`config.mk`:
```
export PLATFORM = sky130hd
export DESIGN_NAME = bomb_game_ctrl
export DESIGN_NICKNAME = d
export VERILOG_FILES = /design/src/rtl/bomb_game_ctrl.sv
export SDC_FILE = /design/constraint.sdc
export NUM_CORES = 1
export LEC_CHECK = 0
export BUFFER_PORTS_ARGS = -buffer_cell sky130_fd_sc_hd__buf_2
export CORE_MARGIN = 3
export CORE_UTILIZATION = 58
export DETAILED_ROUTE_END_ITERATION = 16
export PLACE_DENSITY_LB_ADDON = 0.08
export RECOVER_POWER = 25
export SETUP_SLACK_MARGIN = 0.05
export SYNTH_ARGS = -nofsm -noshare
export SYNTH_HDL_FRONTEND = slang
export SYNTH_SLANG_ARGS = --single-unit
```
`constraint.sdc`:
```
create_clock -name clk -period 3.2 [get_ports clk]
set_input_delay 0.16 -clock clk [delete_from_list [all_inputs] [get_ports clk]]
set_output_delay 0.16 -clock clk [all_outputs]
set_load 0.01 [all_outputs]
```
`src/rtl/bomb_game_ctrl.sv`:
```
// bomb_game_ctrl
// Game sequencer for the bomb-defusal timer datapath.
// It arms and clears the countdown timer and latches the time mode.
// It collects keypad digits and compares each complete 4-digit entry
// against CODE; every wrong entry counts as a strike.
// It freezes the timer on a win. The final outcome comes from the
// timer's bomb flag or from reaching the strike limit.
//
// Ports:
//   clk       system clock, rising edge
//   rst       asynchronous active-high reset
//   start     debounced start/restart button; acted on at its rising edge
//   mode_sel  requested time mode, latched into timeMod while idle
//   key_valid one-cycle strobe qualifying key_digit
//   key_digit BCD digit from the keypad
//   bomb      timer expiry level
//   defused   freeze request to the timer (high = timer does not count)
//   timeMod   latched time mode sent to the timer
//   tmr_clr   one-cycle clear pulse to the timer (first ARMED cycle)
//   state     00 IDLE, 01 ARMED, 10 DEFUSED, 11 EXPLODED
//   strikes   wrong-entry count, saturating at MAX_STRIKES
//   digit_cnt digits held in the current entry (0..3)
//   win       high while DEFUSED
//   explode   high while EXPLODED
module bomb_game_ctrl #(
  parameter logic [15:0] CODE        = 16'h1234,
  parameter int          MAX_STRIKES = 3
) (
  input  logic       clk,
  input  logic       rst,
  input  logic       start,
  input  logic       mode_sel,
  input  logic       key_valid,
  input  logic [3:0] key_digit,
  input  logic       bomb,
  output logic       defused,
  output logic       timeMod,
  output logic       tmr_clr,
  output logic [1:0] state,
  output logic [1:0] strikes,
  output logic [2:0] digit_cnt,
  output logic       win,
  output logic       explode
);

  localparam logic [1:0] S_IDLE     = 2'b00;
  localparam logic [1:0] S_ARMED    = 2'b01;
  localparam logic [1:0] S_DEFUSED  = 2'b10;
  localparam logic [1:0] S_EXPLODED = 2'b11;

  localparam logic [1:0] STRIKE_LIMIT = 2'(MAX_STRIKES);

  logic        start_q;
  logic [15:0] entry_buf;

  logic        start_rise;
  logic        key_ok;
  logic        entry_full;
  logic        code_match;
  logic [15:0] shifted;
  logic [1:0]  strikes_inc;

  logic [1:0]  state_n;
  logic [1:0]  strikes_n;
  logic [2:0]  cnt_n;
  logic [15:0] buf_n;
  logic        clr_n;

  assign start_rise = start & ~start_q;
  assign key_ok     = key_valid & (key_digit <= 4'd9);
  assign shifted    = {entry_buf[11:0], key_digit};
  // The 4th digit is compared as it shifts in, so the verdict lands on
  // the same edge that samples the strobe.
  assign entry_full = key_ok & (digit_cnt == 3'd3);
  assign code_match = (shifted == CODE);
  // Saturating increment; the limit check normally prevents overflow,
  // but this keeps the counter safe even if MAX_STRIKES is misconfigured.
  assign strikes_inc = (strikes == STRIKE_LIMIT) ? strikes : strikes + 2'd1;

  always_comb begin
    state_n   = state;
    strikes_n = strikes;
    cnt_n     = digit_cnt;
    buf_n     = entry_buf;
    clr_n     = 1'b0;
    case (state)
      S_IDLE: begin
        if (start_rise) begin
          state_n   = S_ARMED;
          clr_n     = 1'b1;
          strikes_n = 2'd0;
          cnt_n     = 3'd0;
          buf_n     = 16'h0000;
        end
      end
      S_ARMED: begin
        // Expiry beats a simultaneous keystroke; the key is dropped.
        if (bomb) begin
          state_n = S_EXPLODED;
        end else if (key_ok) begin
          if (entry_full) begin
            cnt_n = 3'd0;
            buf_n = 16'h0000;
            if (code_match) begin
              state_n = S_DEFUSED;
            end else begin
              strikes_n = strikes_inc;
              if (strikes_inc == STRIKE_LIMIT) begin
                state_n = S_EXPLODED;
              end
            end
          end else begin
            buf_n = shifted;
            cnt_n = digit_cnt + 3'd1;
          end
        end
      end
      S_DEFUSED, S_EXPLODED: begin
        if (start_rise) begin
          state_n   = S_IDLE;
          strikes_n = 2'd0;
          cnt_n     = 3'd0;
          buf_n     = 16'h0000;
        end
      end
      default: begin
        state_n = S_IDLE;
      end
    endcase
  end

  // Status outputs are decoded from the next state so that they change
  // on the same edge as state itself.
  always_ff @(posedge clk or posedge rst) begin
    if (rst) begin
      state     <= S_IDLE;
      strikes   <= 2'd0;
      digit_cnt <= 3'd0;
      entry_buf <= 16'h0000;
      start_q   <= 1'b0;
      tmr_clr   <= 1'b0;
      timeMod   <= 1'b0;
      defused   <= 1'b1;
      win       <= 1'b0;
      explode   <= 1'b0;
    end else begin
      state     <= state_n;
      strikes   <= strikes_n;
      digit_cnt <= cnt_n;
      entry_buf <= buf_n;
      start_q   <= start;
      tmr_clr   <= clr_n;
      if (state == S_IDLE) begin
        timeMod <= mode_sel;
      end
      defused   <= (state_n != S_ARMED);
      win       <= (state_n == S_DEFUSED);
      explode   <= (state_n == S_EXPLODED);
    end
  end

endmodule
```
After elaboration in Yosys (flattened, before gate mapping)
Index checks and enable logic that the tools add are counted.
{ "classes": {"n_addsub": 2, "order_cmp": 1, "n_eq_ne": 15, "muxes": 27, "bitwise_logic": 4, "reduce_logical": 5} }
{ "op_table": {"columns": ["operator", "count"], "rows": [
  ["2-to-1 mux 12 bit", 4],
  ["2-to-1 mux 2 bit", 13],
  ["one-hot mux 12 bit (2 select lines)", 1],
  ["== test 16 x 13 -> 1 bit (second input constant)", 1],
  ["== test 2 bit (second input constant)", 6],
  ["2-to-1 mux 3 bit", 4],
  ["inequality test 2 bit (second input constant)", 4],
  ["one-hot mux 2 bit (3 select lines)", 1],
  ["one-hot mux 3 bit (2 select lines)", 1],
  ["AND reduction 5 bit", 1],
  ["<= comparator 4 bit (second input constant)", 1],
  ["inequality test 2 x 1 -> 1 bit (second input constant)", 2],
  ["one-hot mux 2 bit (2 select lines)", 1],
  ["adder 3 x 1 -> 3 bit (second input constant)", 1],
  ["AND 1 bit", 3],
  ["== test 3 x 2 -> 1 bit (second input constant)", 1],
  ["AND reduction 3 bit", 1],
  ["OR reduction 3 bit", 1],
  ["adder 2 x 1 -> 2 bit (second input constant)", 1],
  ["== test 2 x 1 -> 1 bit (second input constant)", 1],
  ["zero test 2 bit", 1],
  ["2-to-1 mux 1 bit", 2],
  ["OR reduction 2 bit", 1],
  ["inverter 1 bit", 1]
]} }
{ "word_totals": {"reg_bits": 25, "output_inout_bits": 12, "elab_cells": 64} }

Logic depth before layout (Yosys ltp)
{ "logic_depth": {"ltp_word": 10, "mapped_depth": 6, "ltp_nobuf": 5} }

Least setup slack after synthesis
No wires, ideal clock.
{ "synth_timing": {"path_kind": "reg2reg", "from": "register digit_cnt[0]", "to": "register explode", "arrival_ps": 1408, "t_required_ps": 3066, "slack_ps": 1658, "stages_incl_launch_ff": 6, "period_less_slack_ps": 1542, "cell_sequence": "dfrtp_1 -> ha_1 -> and3b_2 -> a221oi_1 -> a211oi_2 -> nor3b_2"} }
{ "synth_between": {"elab_chain_len": 7} }
{ "synth_rtl": {"columns": ["item", "line", "source"], "rows": [
  ["start: declaration", "41", "output logic [2:0] digit_cnt,"],
  ["start signal: assignment", "149", "digit_cnt <= cnt_n;"],
  ["== test 3 x 2 -> 1 bit", "74", "assign entry_full = key_ok & (digit_cnt == 3'd3);"],
  ["AND 1 bit", "74", null],
  ["2-to-1 mux 2 bit", "101", "if (entry_full) begin"],
  ["2-to-1 mux 2 bit", "100", "end else if (key_ok) begin"],
  ["2-to-1 mux 2 bit", "98", "if (bomb) begin"],
  ["one-hot mux 2 bit (3 select lines)", "86", "case (state)"],
  ["via state_n[1]", "63", "logic [1:0] state_n;"],
  ["== test 2 bit", "158", "explode <= (state_n == S_EXPLODED);"],
  ["end signal: assignment", "158", null],
  ["end: declaration", "43", "output logic explode"]
]} }
The timed path passes the listed nets, and every way through them passes these cells.
A chain may end at the register's enable or synchronous reset.

Worst setup path in the final report
{ "layout_timing": {"from": "register state[1]", "to": "register digit_cnt[0]"} }
{ "layout_between": {"elab_chain_len": 4, "word_cells_on_any_way": 10, "classes_between": "eq/ne: 6; mux: 1; reduce/logical: 3"} }
{ "layout_rtl": {"columns": ["item", "line", "source"], "rows": [
  ["start: declaration", "39", "output logic [1:0] state,"],
  ["start signal: assignment", "147", "state <= state_n;"],
  ["== test 2 bit / zero test 2 bit (equally long branches)", "86", null],
  ["OR reduction 3 bit (no source line)", null, null],
  ["inequality test 2 x 1 -> 1 bit (no source line)", null, null],
  ["AND reduction 3 bit (no source line)", null, null]
]} }
Several ways; a longest one is shown, not always the timed one.

==> flow_summary_export.csv <==
group,metric,value,unit
clocking,clk_latency,0.31,ns
route,routed_wl,2291,um
timing,layout_min_cycle_time,1.669,ns
placement,io_buffer_count,21,
finish,finalCoreUtilization,72.72,%
placement,place_area,1303,um2
placement,place_congestion,0.8757,
synth,ys_seq_area_share,51.92,%
worst_setup_path,worst_path_most_repeated_cell,"nor2_2",
timing,setup_tns,0,ns
placement,place_inst,135,
power_and_ir_drop,vdd_drop_max,0.3219,mV
route,drt_pass1_iterations,4,
timing,rsz0062_at_grt,"no",
route,via_per_inst,6.086,
die,coreArea,1839,um2
timing,hold_ws,0.01614,ns
finish,seqCellArea,626.9,um2
synth,netlist_area,1207,um2
worst_setup_path,timing.rr.start,"state[1]",
worst_setup_path,crit_type,"reg -> reg",
worst_setup_path,arrival,1.93,ns
timing,clock_skew,0.005675,ns
die,initial_utilization,65.65,%
synth,synth_top_area_share,49.74,%
min_path,min_path_type,"in -> async",
clocking,cts_max_level,1,
synth,syn_inst,93,
die,ios,22,
clocking,numClockSinks,25,
timing,slew_viol_final,0,
global_routing,track_usage,20.07,%
die,die_height,51.63,um
die,dieArea,2665,um2
run,maxCapViolCount,0,
clocking,numCtsBuffers,3,
route,top_layer,"met4",
worst_setup_path,crit_fanout,15,
finish,drive_gt1_share,35.65,%
clocking,cts_tree,"built",
worst_setup_path,cp-startpoint,"state[1]",
route,dr_wl_met2,1103,um
worst_setup_path,cp-end-kind,"flip-flop",
timing,tightest_slew,0.9028,ns
outcome,status,"finished, final reports clean",
clocking,path_clk_slew,0.14,ns
synth,synth-main-ff-cell,"dfrtp_1",
finish,final_cell_count_no_fill,140,
timing,finalSetupViolations,0,
worst_setup_path,cp_top_family,"simple AND/OR/NAND/NOR gates",
synth,synthArstFlopShare,100.0,%
worst_setup_path,crit_path_start_kind,"flip-flop",
finish,multiInputGateArea,535.5,um2
worst_setup_path,cp_cell_sequence,"and2b_4, nor2_2, nor2_2, mux2_2",
die,die-width,51.63,um
synth,synth_fp_nets,104,
route,num_vias,852,
timing,max_freq,599.3,MHz
synth,ys_types,39,
global_routing,grt_pass1_wl,4029,um
worst_setup_path,required,3.46,ns
worst_setup_path,path_buf_inv,0,
finish,final_area,1338,um2
die,core.rowCount,15,
placement,hpwl,1679,um
worst_setup_path,slowest_stage,"dfrtp_1",
clocking,post_cts_buffers,0,
global_routing,antenna_found_initial,0,
finish,fin_nets,127,
finish,syn2layout_area_growth,10.78,%
route,wl_met1,1055,um
worst_setup_path,cpPeakStageDelay,0.51,ns
synth,syn_avg_cell_area,12.98,um2
global_routing,grt_max_degree,26,
synth,synth_area_leaders,"dfrtp_1 (50%), a22o_1 (9.4%), buf_6 (2.8%)",
route,post-route-drc-count,0,
worst_setup_path,r2r_cells,4,
timing,final_hold_viol_count,0,
global_routing,grt_overflow,0,
synth,yosys.area.top_type,"dfrtp_1",
power_and_ir_drop,p_leak,0.6277,nW
clocking,clockRootBuffer,"clkbuf_4",
worst_setup_path,cp-endpoint,"digit_cnt[0]",
finish,n_antenna_cell,0,
timing,period_share,52.14,%
clocking,cts_buffer_depth,2,
synth,synth-edff-count,0,
route,wl_met3,118,um
synth,synth-warning-count,0,
worst_setup_path,cp.depth,4,
timing,slew_headroom,39.74,%
worst_setup_path,r2r_slack,1.53,ns
worst_setup_path,r2r-end,"digit_cnt[0]",
global_routing,grt_pass1_vias,859,
route,drt_iter0_markers,13,
finish,n_fill_cell,156,
route,ant_nets,0,
route,wl_per_cell,16.36,um
synth,ys_ff_latch,25,
power_and_ir_drop,powerDensity,509.9,nW/um2
timing repair:
item                                   CTS  global route
resized for setup                        0             0
endpoints found under the hold margin    1             0
setup endpoints to repair                0             0
hold buffers                             1             0
Yosys cell counts, types with 2 or more instances:
| cell type | number |
|---|---|
| a211oi_2 | 2 |
| a21oi_1 | 5 |
| a22o_1 | 13 |
| buf_6 | 3 |
| dfrtp_1 | 24 |
| mux2_2 | 2 |
| nand2_1 | 2 |
| nand2b_1 | 3 |
| nand3b_1 | 2 |
| nor2_1 | 4 |
| nor2_2 | 2 |
| nor3_1 | 2 |
| nor4_1 | 2 |
| o21ai_0 | 2 |
state kept, by name (all words and copies together), names as in the netlist, 2 cells and up:
register	flops
strikes	2
entry_buf	12
state	2
digit_cnt	3
per-layer routing:
metal,vias to the layer above,global-route usage [%]
met3,2,3.152
met2,27,33.47
met5,-,0
li1,404,-
met1,419,26.94
met4,0,6.114
logic make-up (layout without fill, tap and decap cells):
family,after synthesis,in the layout,synth area share (%)
AND/OR/NAND/NOR,31,31,22.59
AO/OA/AOI/OAI,29,29,18.86
flip-flops,25,25,51.92
buffers and inverters,5,27,3.730
multiplexers,2,2,1.865
adder cells (fa/ha/maj),1,1,1.036
how the worst min path moves through the flow:
stage | startpoint | to | slack [ns] | cells past startpoint
after floorplan | rst | digit_cnt[0] | 0.19 | 1
after global placement | start | start_q | 0.29 | 1
after detailed placement | start | start_q | 0.29 | 1
after CTS | rst | state[0] | 0.05 | 2
after global routing | key_digit[0] | entry_buf[0] | 0.07 | 2
final | rst | entry_buf[9] | 0.02 | 2
cells in the final DEF, fill, tap and decap left out, types with 2 or more instances in the layout:
master | synthesis | final
nor2_1 | 4 | 4
a21oi_1 | 5 | 5
nand3b_1 | 2 | 2
nand2_1 | 2 | 2
clkbuf_1 | 0 | 2
o21ai_0 | 2 | 2
clkbuf_4 | 0 | 3
mux2_2 | 2 | 2
nor2_2 | 2 | 2
a211oi_2 | 2 | 2
buf_2 | 0 | 20
nor4_1 | 2 | 2
nand2b_1 | 3 | 3
dfrtp_1 | 24 | 24
nor3_1 | 2 | 2
a22o_1 | 13 | 13
layout make-up:
cell class | instances | area share, %
multi-input cells | 63 | 40.04
repair buffers | 22 | 8.513
well taps | 25 | 2.339
inverters | 1 | 0.2806
clock buffers | 4 | 1.964
flip-flops and latches | 25 | 46.87
stage by stage:
| stage | worst slack (ns) | total power [mW] |
|---|---|---|
| final | 1.531 | 0.6820 |
| after global routing | 1.415 | 0.7193 |
| after CTS | 1.542 | 0.6824 |
| after detailed placement | 1.573 | 0.5481 |
| after global placement | 1.612 | 0.5388 |
| after floorplan | 1.658 | 0.5033 |
where the power goes:
part | leakage (nW) | switching [mW] | internal [mW]
Clock | 0.0150 | 0.0917 | 0.0487
Combinational | 0.281 | 0.0755 | 0.0732
Sequential | 0.332 | 0.0369 | 0.356
(Power assumes the default switching activity.)
